File: src/rtl/i2c_master_core.sv
// i2c_master_core
//   Byte-oriented I2C master. Runs one transaction per go rising edge:
//   START, 7-bit address + R/W, 1-4 data bytes, STOP. Open-drain pins are
//   driven through output enables (1 = pull low). No clock stretching and
//   no arbitration.
// Ports:
//   PCLK, PRESETn   clock, asynchronous active-low reset
//   i2c_con1        [0] go, [1] rw (1=read), [3:2] byte count - 1
//   i2c_con2        [6:0] slave address
//   Din             write data, byte 0 (Din[7:0]) sent first
//   sda_i           SDA pad input
//   Dout            read data, byte k in Dout[8k+7:8k]
//   ready           idle and able to accept a transaction
//   i2c_stat        [0] busy, [1] addr_nack, [2] data_nack, [7] done
//   scl_oe, sda_oe  1 = pull line low, 0 = release
module i2c_master_core #(
  parameter int unsigned CLK_DIV = 4
) (
  input  logic        PCLK,
  input  logic        PRESETn,
  input  logic [7:0]  i2c_con1,
  input  logic [7:0]  i2c_con2,
  input  logic [31:0] Din,
  input  logic        sda_i,
  output logic [31:0] Dout,
  output logic        ready,
  output logic [7:0]  i2c_stat,
  output logic        scl_oe,
  output logic        sda_oe
);

  typedef enum logic [3:0] {
    S_IDLE, S_START, S_ADDR, S_AACK, S_WBYTE,
    S_WACK, S_RBYTE, S_RACK, S_STOP, S_DONE
  } state_t;

  localparam logic [7:0] DIV_MAX = 8'(CLK_DIV - 1);

  state_t      r_state, w_state_nxt;
  logic        r_go_d;
  logic [7:0]  r_div;
  logic [1:0]  r_ph;
  logic [2:0]  r_bit;
  logic [1:0]  r_idx;
  logic        r_rw;
  logic [1:0]  r_cnt;
  logic [6:0]  r_addr;
  logic [31:0] r_din;
  logic [31:0] r_dout;
  logic        r_ack;
  logic        r_ready, r_busy, r_anack, r_dnack, r_done;

  logic        w_launch, w_active, w_tick, w_bitend, w_last;
  logic [2:0]  w_bsel;
  logic [4:0]  w_bofs;
  logic [7:0]  w_addr_byte, w_wbyte;
  logic        w_scl_oe, w_sda_oe;
  logic        w_unused_bits;

  assign w_unused_bits = ^{i2c_con1[7:4], i2c_con2[7]};

  assign w_launch    = (r_state == S_IDLE) && i2c_con1[0] && !r_go_d;
  assign w_active    = (r_state != S_IDLE) && (r_state != S_DONE);
  assign w_tick      = w_active && (r_div == DIV_MAX);
  assign w_bitend    = w_tick && (r_ph == 2'd3);
  assign w_last      = (r_idx == r_cnt);
  assign w_bsel      = 3'd7 - r_bit;
  assign w_bofs      = {r_idx, 3'b000};
  assign w_addr_byte = {r_addr, r_rw};
  assign w_wbyte     = r_din[w_bofs +: 8];

  // Pin enables are a pure decode of registered state/phase, so they only
  // move on phase boundaries and drop to zero the instant reset asserts.
  always_comb begin
    w_state_nxt = r_state;
    w_scl_oe    = 1'b0;
    w_sda_oe    = 1'b0;
    case (r_state)
      S_IDLE: begin
        if (w_launch) w_state_nxt = S_START;
      end
      S_START: begin
        // q0 idle bus, q1 SDA falls with SCL high, q2-q3 SCL low
        w_scl_oe = r_ph[1];
        w_sda_oe = (r_ph != 2'd0);
        if (w_bitend) w_state_nxt = S_ADDR;
      end
      S_ADDR: begin
        w_scl_oe = !r_ph[1];
        w_sda_oe = !w_addr_byte[w_bsel];
        if (w_bitend && (r_bit == 3'd7)) w_state_nxt = S_AACK;
      end
      S_AACK: begin
        w_scl_oe = !r_ph[1];
        if (w_bitend) begin
          if (r_ack)     w_state_nxt = S_STOP;
          else if (r_rw) w_state_nxt = S_RBYTE;
          else           w_state_nxt = S_WBYTE;
        end
      end
      S_WBYTE: begin
        w_scl_oe = !r_ph[1];
        w_sda_oe = !w_wbyte[w_bsel];
        if (w_bitend && (r_bit == 3'd7)) w_state_nxt = S_WACK;
      end
      S_WACK: begin
        w_scl_oe = !r_ph[1];
        if (w_bitend) w_state_nxt = (r_ack || w_last) ? S_STOP : S_WBYTE;
      end
      S_RBYTE: begin
        w_scl_oe = !r_ph[1];
        if (w_bitend && (r_bit == 3'd7)) w_state_nxt = S_RACK;
      end
      S_RACK: begin
        // ACK every byte but the last, which is NACKed to end the read
        w_scl_oe = !r_ph[1];
        w_sda_oe = !w_last;
        if (w_bitend) w_state_nxt = w_last ? S_STOP : S_RBYTE;
      end
      S_STOP: begin
        // q0-q1 both low, q2 SCL released, q3 SDA rises with SCL high
        w_scl_oe = !r_ph[1];
        w_sda_oe = (r_ph != 2'd3);
        if (w_bitend) w_state_nxt = S_DONE;
      end
      S_DONE: begin
        w_state_nxt = S_IDLE;
      end
      default: begin
        w_state_nxt = S_IDLE;
      end
    endcase
  end

  always_ff @(posedge PCLK or negedge PRESETn) begin
    if (!PRESETn) begin
      r_state <= S_IDLE;
      r_go_d  <= 1'b0;
      r_div   <= '0;
      r_ph    <= '0;
      r_bit   <= '0;
      r_idx   <= '0;
      r_rw    <= 1'b0;
      r_cnt   <= '0;
      r_addr  <= '0;
      r_din   <= '0;
      r_dout  <= '0;
      r_ack   <= 1'b0;
      r_ready <= 1'b1;
      r_busy  <= 1'b0;
      r_anack <= 1'b0;
      r_dnack <= 1'b0;
      r_done  <= 1'b0;
    end else begin
      r_state <= w_state_nxt;
      r_go_d  <= i2c_con1[0];
      if (w_launch) begin
        r_rw    <= i2c_con1[1];
        r_cnt   <= i2c_con1[3:2];
        r_addr  <= i2c_con2[6:0];
        r_din   <= Din;
        r_div   <= '0;
        r_ph    <= '0;
        r_bit   <= '0;
        r_idx   <= '0;
        r_busy  <= 1'b1;
        r_ready <= 1'b0;
        r_anack <= 1'b0;
        r_dnack <= 1'b0;
        r_done  <= 1'b0;
        if (i2c_con1[1]) r_dout <= '0;
      end else if (w_active) begin
        if (w_tick) begin
          r_div <= '0;
          r_ph  <= r_ph + 2'd1;
          // end of q2: SCL has been high for a full quarter
          if (r_ph == 2'd2) begin
            r_ack <= sda_i;
            if (r_state == S_RBYTE) r_dout[w_bofs +: 8] <= {r_dout[w_bofs +: 7], sda_i};
          end
          if (r_ph == 2'd3) begin
            case (r_state)
              S_ADDR, S_WBYTE, S_RBYTE: r_bit <= r_bit + 3'd1;
              S_AACK: r_anack <= r_ack;
              S_WACK: begin
                if (r_ack)        r_dnack <= 1'b1;
                else if (!w_last) r_idx   <= r_idx + 2'd1;
              end
              S_RACK: begin
                if (!w_last) r_idx <= r_idx + 2'd1;
              end
              default: ;
            endcase
          end
        end else begin
          r_div <= r_div + 8'd1;
        end
      end else if (r_state == S_DONE) begin
        r_busy  <= 1'b0;
        r_done  <= 1'b1;
        r_ready <= 1'b1;
      end
    end
  end

  assign Dout     = r_dout;
  assign ready    = r_ready;
  assign i2c_stat = {r_done, 4'b0000, r_dnack, r_anack, r_busy};
  assign scl_oe   = w_scl_oe;
  assign sda_oe   = w_sda_oe;

endmodule

File: config.mk
export PLATFORM = sky130hd
export DESIGN_NAME = i2c_master_core
export DESIGN_NICKNAME = d
export VERILOG_FILES = /design/src/rtl/i2c_master_core.sv
export SDC_FILE = /design/constraint.sdc
export NUM_CORES = 1
export LEC_CHECK = 0
export ABC_CLOCK_PERIOD_IN_PS = 3450
export BUFFER_PORTS_ARGS = -buffer_cell sky130_fd_sc_hd__clkbuf_2
export CORE_MARGIN = 2
export CORE_UTILIZATION = 50
export DETAILED_ROUTE_END_ITERATION = 8
export PLACE_DENSITY_LB_ADDON = 0.12
export SLEW_MARGIN = 20
export SYNTH_ARGS = -nofsm -noshare
export SYNTH_HDL_FRONTEND = slang
export SYNTH_SLANG_ARGS = --single-unit
File: constraint.sdc
create_clock -name PCLK -period 3.45 [get_ports PCLK]
set_input_delay 0.69 -clock PCLK [delete_from_list [all_inputs] [get_ports PCLK]]
set_output_delay 0.69 -clock PCLK [all_outputs]
set_load 0.05 [all_outputs]
==> results of run 1 <==
-- power groups by stage --
| stage | combinational, mW | sequential [mW] | clock, mW |
|---|---|---|---|
| 6_report | 0.0718 | 1.17 | 0.710 |
| 3_5_place_dp | 0.0734 | 1.20 | 0 |
| 4_1_cts | 0.0739 | 1.17 | 0.732 |
| 2_1_floorplan | 0.0204 | 1.20 | 0 |
| 3_3_place_gp | 0.0726 | 1.20 | 0 |
| 5_1_grt | 0.0816 | 1.17 | 0.774 |
-- layout make-up --
type / instances / area [sq um] / share of cell area [%]
flip-flops and latches: 100 / 2504 / 42.67
multi-input cells: 403 / 2447 / 41.71
repair buffers: 96 / 525.5 / 8.955
well taps: 136 / 170.2 / 2.900
clock buffers: 9 / 123.9 / 2.111
clock inverters: 7 / 56.30 / 0.9595
inverters: 11 / 41.29 / 0.7036
-- worst register-to-register path: stages (launching register included) --
cell	delay, ps
dfrtp_1	720
buf_4	270
inv_1	220
ha_1	320
a21oi_1	500
or2_0	500
o31ai_1	150
-- layer usage --
metal | share of wire, % | wire, microns
met5 | 0 | 0
met3 | 4.5 | 540
met1 | 46 | 5636
met2 | 47 | 5753
met4 | 1.6 | 193
-- registers in the layout, summed over array words and instances (netlist names) --
register / cells
ready: 1
r_go_d: 1
r_div: 8
r_state: 4
r_dnack: 1
r_ack: 1
r_busy: 1
r_din: 32
r_ph: 2
r_anack: 1
r_addr: 7
r_bit: 3
r_done: 1
r_idx: 2
r_rw: 1
r_cnt: 2
Dout: 32
-- layout by cell type (no fill, tap or decap), types with 2 or more instances in the layout --
| cell | n |
|---|---|
| clkinv_2 | 2 |
| mux2_2 | 9 |
| inv_1 | 11 |
| a21oi_2 | 3 |
| nand2_1 | 154 |
| mux4_2 | 8 |
| clkbuf_2 | 83 |
| o211ai_1 | 2 |
| o21ai_0 | 49 |
| nor2b_1 | 6 |
| mux2i_1 | 16 |
| or2_0 | 2 |
| o21ai_1 | 2 |
| xnor2_1 | 8 |
| a22oi_1 | 3 |
| nand3_1 | 14 |
| nor3b_1 | 2 |
| or2_2 | 2 |
| inv_6 | 3 |
| xor2_1 | 2 |
| nor2_1 | 27 |
| o41ai_1 | 8 |
| a21oi_1 | 7 |
| nor3_1 | 2 |
| or3_1 | 4 |
| dfrtp_1 | 99 |
| nand4_1 | 4 |
| o31ai_1 | 24 |
| ha_1 | 10 |
| clkbuf_8 | 9 |
| nand2b_1 | 4 |
| o2111ai_1 | 2 |
| and2_1 | 3 |
| o22ai_1 | 2 |
| conb_1 | 4 |
| buf_4 | 12 |
-- path summary, 6_finish.rpt --
| check | startpoint | end | slack, ps | cells past startpoint |
|---|---|---|---|---|
| max reg2reg | r_idx[0] | Dout[7] | 640 | 6 |
| max | r_idx[0] | sda_oe | 220 | 6 |
| min | PRESETn | Dout[30] | 450 | 1 |
| max in group asynchronous | PRESETn | Dout[17] | 2240 | 2 |
| min reg2reg | r_din[31] | r_din[31] | 480 | 2 |
| min in group PCLK | i2c_con1[0] | r_go_d | 450 | 1 |
-- cells by family (layout without fill, tap and decap cells) --
kind of cell | after synthesis | count (layout) | share of synthesized area, %
simple gates | 234 | 234 | 20.17
flops | 100 | 100 | 48.33
compound gates | 112 | 112 | 14.08
mux | 33 | 33 | 8.527
xor+xnor | 10 | 10 | 1.691
buf+inv | 52 | 123 | 4.710
other cells | 1 | 4 | 0.07239
fa+ha+maj | 10 | 10 | 2.415
==> impl_metrics.json, run 1 <==
{
  "synth_top_area_cell": "dfrtp_1",
  "whs_ps": 445.2,
  "core_area_sq_um": 10180,
  "synth_warnings": 0,
  "synth_commonest_cells": "154 x nand2_1, 99 x dfrtp_1, 49 x o21ai_0",
  "fmax_ghz": 0.3098,
  "p_sw_mw": 0.4845,
  "crit_fanout": 10,
  "nets": 682,
  "crit_path_cell_trace": "mux4_2 -> mux2_2 -> nand2_1 -> nand4_1 -> nand4_1 -> clkbuf_2",
  "critPathRequiredTime_ps": 2760,
  "drv_cap": 0,
  "slowest_delay_ps": 720,
  "grt_max_degree": 74,
  "vias_per_cell": 5.500,
  "final_layout_size_suffix_gt1_share_pct": 22.68,
  "use_met2_pct": 35.67,
  "layout.cells.non_filler": 762,
  "area_growth_pct": 13.29,
  "hold_class": "in -> async",
  "synthFlopType": "dfrtp_1",
  "port_buffers": 84,
  "pwr-share-comb_pct": 3.7,
  "die_width_microns": 105.8,
  "cellPowerDensity_nw_per_um2": 332.9,
  "synth_edf_count": 0,
  "setup_viol": 0,
  "fin_crit_ps": 3228,
  "grt_pass1_vias": 4100,
  "placed_cells": 746,
  "finalInstanceArea_sq_um": 5868,
  "p_int_mw": 1.469,
  "worst-path-buf-inv": 1,
  "seq_area_frac_synth_pct": 48.33,
  "outcome": "completed",
  "placed_area_sq_um": 5685,
  "clock-skew-final_ps": 17.97,
  "drc": 0,
  "max_slew_margin_pct": 38.56,
  "finalHoldViolCount": 0,
  "grt_pass1_wl_microns": 20220,
  "met1_usage_pct": 32.28,
  "utilization_pct": 57.62,
  "clkPwrFrac_pct": 36.3,
  "cts_setup_buffers": 0,
  "switching_share_pct": 24.80,
  "crit_type": "reg -> out",
  "cts_made_buffers": 9,
  "grtUsageTotal_pct": 22.71,
  "clk_pin_slew_ps": 110,
  "use_met3_pct": 4.020,
  "start_util_pct": 50.86,
  "die_height_microns": 105.8,
  "ir_drop_mv": 0.2368,
  "synth.area.top_cells": "dfrtp_1 48%, nand2_1 11%, o21ai_0 4.7%, mux4_2 3.5%, o31ai_1 3.5%",
  "async_flop_share_pct": 100.0,
  "wl_microns": 12120,
  "cpLargestDelayFamily": "multiplexers",
  "preCtsSetupSlack_ps": 604.7,
  "drtIter0Drc": 247,
  "post_drt_wl_per_cell_microns": 15.91,
  "syn_avg_cell_area_sq_um": 9.384,
  "die-area_sq_um": 11190,
  "top_usage_layer": "met2",
  "antenna_found_initial": 0,
  "drtPass1Iterations": 5,
  "yosysMostFrequentCell": "nand2_1",
  "core.rowCount": 37,
  "ys_ff_latch": 100,
  "synth_area_sq_um": 5180,
  "seq_power_share_pct": 60.0,
  "place_congestion": 0.8621,
  "htreeDepth": 3,
  "io_pins": 94,
  "arrival_ps": 2540,
  "ant_nets": 0,
  "power.leakage_nw": 2.993,
  "synth_top_area_share_pct": 47.83,
  "cpMaxStageDelayCell": "dfrtp_1",
  "cp-end-kind": "output pin",
  "fin_crit_sh_pct": 93.57,
  "grt_overflow_total": 0,
  "cts_sinks": 100,
  "syn_inst": 552,
  "tns_ps": 0,
  "ys_types": 55,
  "postCtsHoldBufs": 0,
  "cts_tree": "yes",
  "cts-root-buf": "clkbuf_8",
  "layout_setup_ws_ps": 221.7,
  "cp-start-kind": "flip-flop",
  "clkLatencyLatePin_ps": 380,
  "worst_path_most_repeated_cell": "nand4_1",
  "routed-via-count": 4191,
  "rsz0062_at_grt": "no",
  "antennaDiodeCount": 0,
  "hpwl_microns": 8508,
  "final_max_slew_viol_count": 0,
  "worst_pin_slew_ps": 921.7,
  "cts.path.max_buffers": 2,
  "fillers": 940,
  "cts_resized": 0,
  "power.total_mw": 1.953
}
Note: power is estimated with default switching activity, not from simulation.
==> run 2: changes to the inputs <==
Settings changed: ABC_AREA set to 1.
==> run 2 against run 1 <==
Net effect:
- clock power barely moved
- final cell count rose by 19%
- total power rose by 85%
- clock skew fell by 3.6 ps
- sequential power rose by 41%
- core utilization fell by 0.72 points
- critical endpoint unchanged
- synthesized area rose by 4.8%
- fmax rose by 8.2%
==> impl_metrics.json, run 2 <==
{
  "outcome": "completed",
  "worst_path_most_repeated_cell": "nand2_1",
  "start_util_pct": 50.76,
  "finalInstanceArea_sq_um": 6087,
  "synth.area.mux_share_pct": 0,
  "cts.path.max_buffers": 2,
  "post_drt_wl_per_cell_microns": 13.91,
  "grt_pass1_wl_microns": 21180,
  "yosysMostFrequentCell": "nand2_1",
  "syn_inst": 692,
  "synth_top_area_share_pct": 45.62,
  "layout.cells.most_common": "nand2_1",
  "placed_area_sq_um": 5903,
  "die-area_sq_um": 11710,
  "synthXorXnorAreaFrac_pct": 0.6452,
  "mostFrequentLayoutCells": "219 x nand2_1, 99 x dfrtp_1, 82 x clkbuf_2",
  "met1_usage_pct": 32.04,
  "die_width_microns": 108.2,
  "r2r_cells": 6,
  "vias_per_cell": 5.098,
  "die_height_microns": 108.2,
  "synth_top_area_cell": "dfrtp_1",
  "area_growth_pct": 12.10,
  "crit_type": "reg -> out",
  "crit_fanout": 15,
  "arrival_ps": 2290,
  "crit_path_cell_trace": "inv_1 -> nor2_1 -> nand2_1 -> nand3_1 -> nand3_1 -> nand2_1 -> nand2_1 -> nand3_1 -> nand2_1 -> buf_12",
  "timing.rr.end": "Dout[22]",
  "synth_area_sq_um": 5430,
  "core_area_sq_um": 10700,
  "hold_class": "in -> async",
  "use_met2_pct": 37.02,
  "cts_resized": 0,
  "ys_ff_latch": 100,
  "wl_microns": 12610,
  "fillers": 1047,
  "drtPass1Iterations": 4,
  "whs_ps": 210.8,
  "antenna_found_initial": 0,
  "rsz0062_at_grt": "no",
  "top_usage_layer": "met2",
  "seq_area_frac_synth_pct": 46.11,
  "cp-end-kind": "output pin",
  "antennaDiodeCount": 0,
  "r2r-start": "r_idx[1]",
  "syn_avg_cell_area_sq_um": 7.847,
  "core.rowCount": 38,
  "final_layout_size_suffix_gt1_share_pct": 22.03,
  "layout.cells.non_filler": 907,
  "regToRegSetupSlack_ps": 990,
  "ys_types": 37,
  "io_pins": 94,
  "p_int_mw": 2.176,
  "synth_warnings": 0,
  "utilization_pct": 56.90,
  "register_area_sq_um": 2504,
  "hpwl_microns": 9056,
  "clkPwrFrac_pct": 19.6,
  "p_sw_mw": 1.446,
  "worst_pin_slew_ps": 586.7,
  "setup_viol": 0,
  "final_max_slew_viol_count": 0,
  "slowest_delay_ps": 610,
  "cts_tree": "yes",
  "async_flop_share_pct": 100.0,
  "cp-start-kind": "flip-flop",
  "layout_setup_ws_ps": 465.5,
  "synthFlopType": "dfrtp_1",
  "cts_setup_buffers": 0,
  "fmax_ghz": 0.3351,
  "htreeDepth": 3,
  "port_buffers": 84,
  "clk_pin_slew_ps": 100,
  "nets": 823,
  "cpMaxStageDelayCell": "dfrtp_1",
  "grt_pass1_vias": 4347,
  "clock-skew-final_ps": 14.40,
  "cts_made_buffers": 9,
  "power.total_mw": 3.623,
  "finalHoldViolCount": 0,
  "clkLatencyLatePin_ps": 390,
  "drv_cap": 0,
  "tns_ps": 0,
  "pwr-share-comb_pct": 34.8,
  "critPathRequiredTime_ps": 2760,
  "synth-simple-area-share_pct": 32.07,
  "cts-root-buf": "clkbuf_8",
  "fin_crit_ps": 2984,
  "ant_nets": 0,
  "synth_top_family_by_area": "simple AND/OR/NAND/NOR gates",
  "cellPowerDensity_nw_per_um2": 595.1,
  "place_congestion": 0.9584,
  "preCtsSetupSlack_ps": 890.3,
  "switching_share_pct": 39.92,
  "fin_crit_sh_pct": 86.51,
  "synthAdderAreaFrac_pct": 2.304,
  "routed-via-count": 4624,
  "max_slew_margin_pct": 60.59,
  "synth_compound_area_share_pct": 10.60,
  "placed_cells": 891,
  "ir_drop_mv": 0.3940,
  "use_met3_pct": 5.606,
  "postCtsHoldBufs": 0,
  "grtUsageTotal_pct": 23.16,
  "cts_sinks": 100,
  "drc": 0,
  "synth.area.top_cells": "dfrtp_1 46%, nand2_1 15%, nand3_1 6.0%, o21ai_0 4.2%, inv_1 3.8%",
  "multiInputGateArea_sq_um": 2492,
  "seq_power_share_pct": 45.6,
  "synth_edf_count": 0,
  "grt_max_degree": 74,
  "grt_overflow_total": 0,
  "synth_commonest_cells": "219 x nand2_1, 99 x dfrtp_1, 65 x nand3_1",
  "power.leakage_nw": 2.994,
  "drtIter0Drc": 250
}
[run 2: how the worst max path moves through the flow]
| stage | slack [ps] | cells after the start | startpoint | end |
|---|---|---|---|---|
| after floorplan | 1010 | 7 | r_state[3] | scl_oe |
| after global placement | 900 | 9 | r_idx[1] | sda_oe |
| after detailed placement | 890 | 9 | r_idx[1] | sda_oe |
| after CTS | 430 | 10 | r_idx[1] | sda_oe |
| after global routing | 240 | 10 | r_idx[1] | sda_oe |
| final | 470 | 10 | r_idx[1] | sda_oe |
[run 2: layout make-up]
cell class | instances | area share, %
Sequential cell | 100 | 41.13
Timing Repair Buffer | 90 | 8.140
Tap cell | 140 | 2.878
Clock buffer | 10 | 2.261
Multi-Input combinational cell | 498 | 40.95
Inverter | 63 | 3.885
Clock inverter | 6 | 0.7605
[run 2: worst max-delay path, delay by kind of cell (launching register included)]
kind	cells	cell delay, ps
simple gates	8	720
flops	1	610
buf+inv	2	560
[run 2: cells by family (layout without fill, tap and decap cells)]
kind of cell / Yosys count / count (layout)
buffers and inverters: 97 / 169
AND/OR/NAND/NOR: 385 / 385
flip-flops: 100 / 100
other: 1 / 4
adder cells (fa/ha/maj): 10 / 10
XOR/XNOR: 4 / 4
AO/OA/AOI/OAI: 95 / 95
[run 2: layer usage]
layer | routed length (microns) | vias up | share of wire, %
met5 | 0 | - | 0
met4 | 148 | 0 | 1.2
met1 | 5845 | 2132 | 46
li1 | - | 2352 | -
met2 | 5932 | 126 | 47
met3 | 685 | 14 | 5.4
[run 2: power groups by stage]
stage               clock (mW)  sequential (mW)  combinational [mW]
detailed placement           0             1.67                1.27
global route             0.779             1.69                1.45
finish                   0.709             1.65                1.26
global placement             0             1.66                1.25
CTS                      0.733             1.65                1.27
floorplan                    0             1.67               0.941
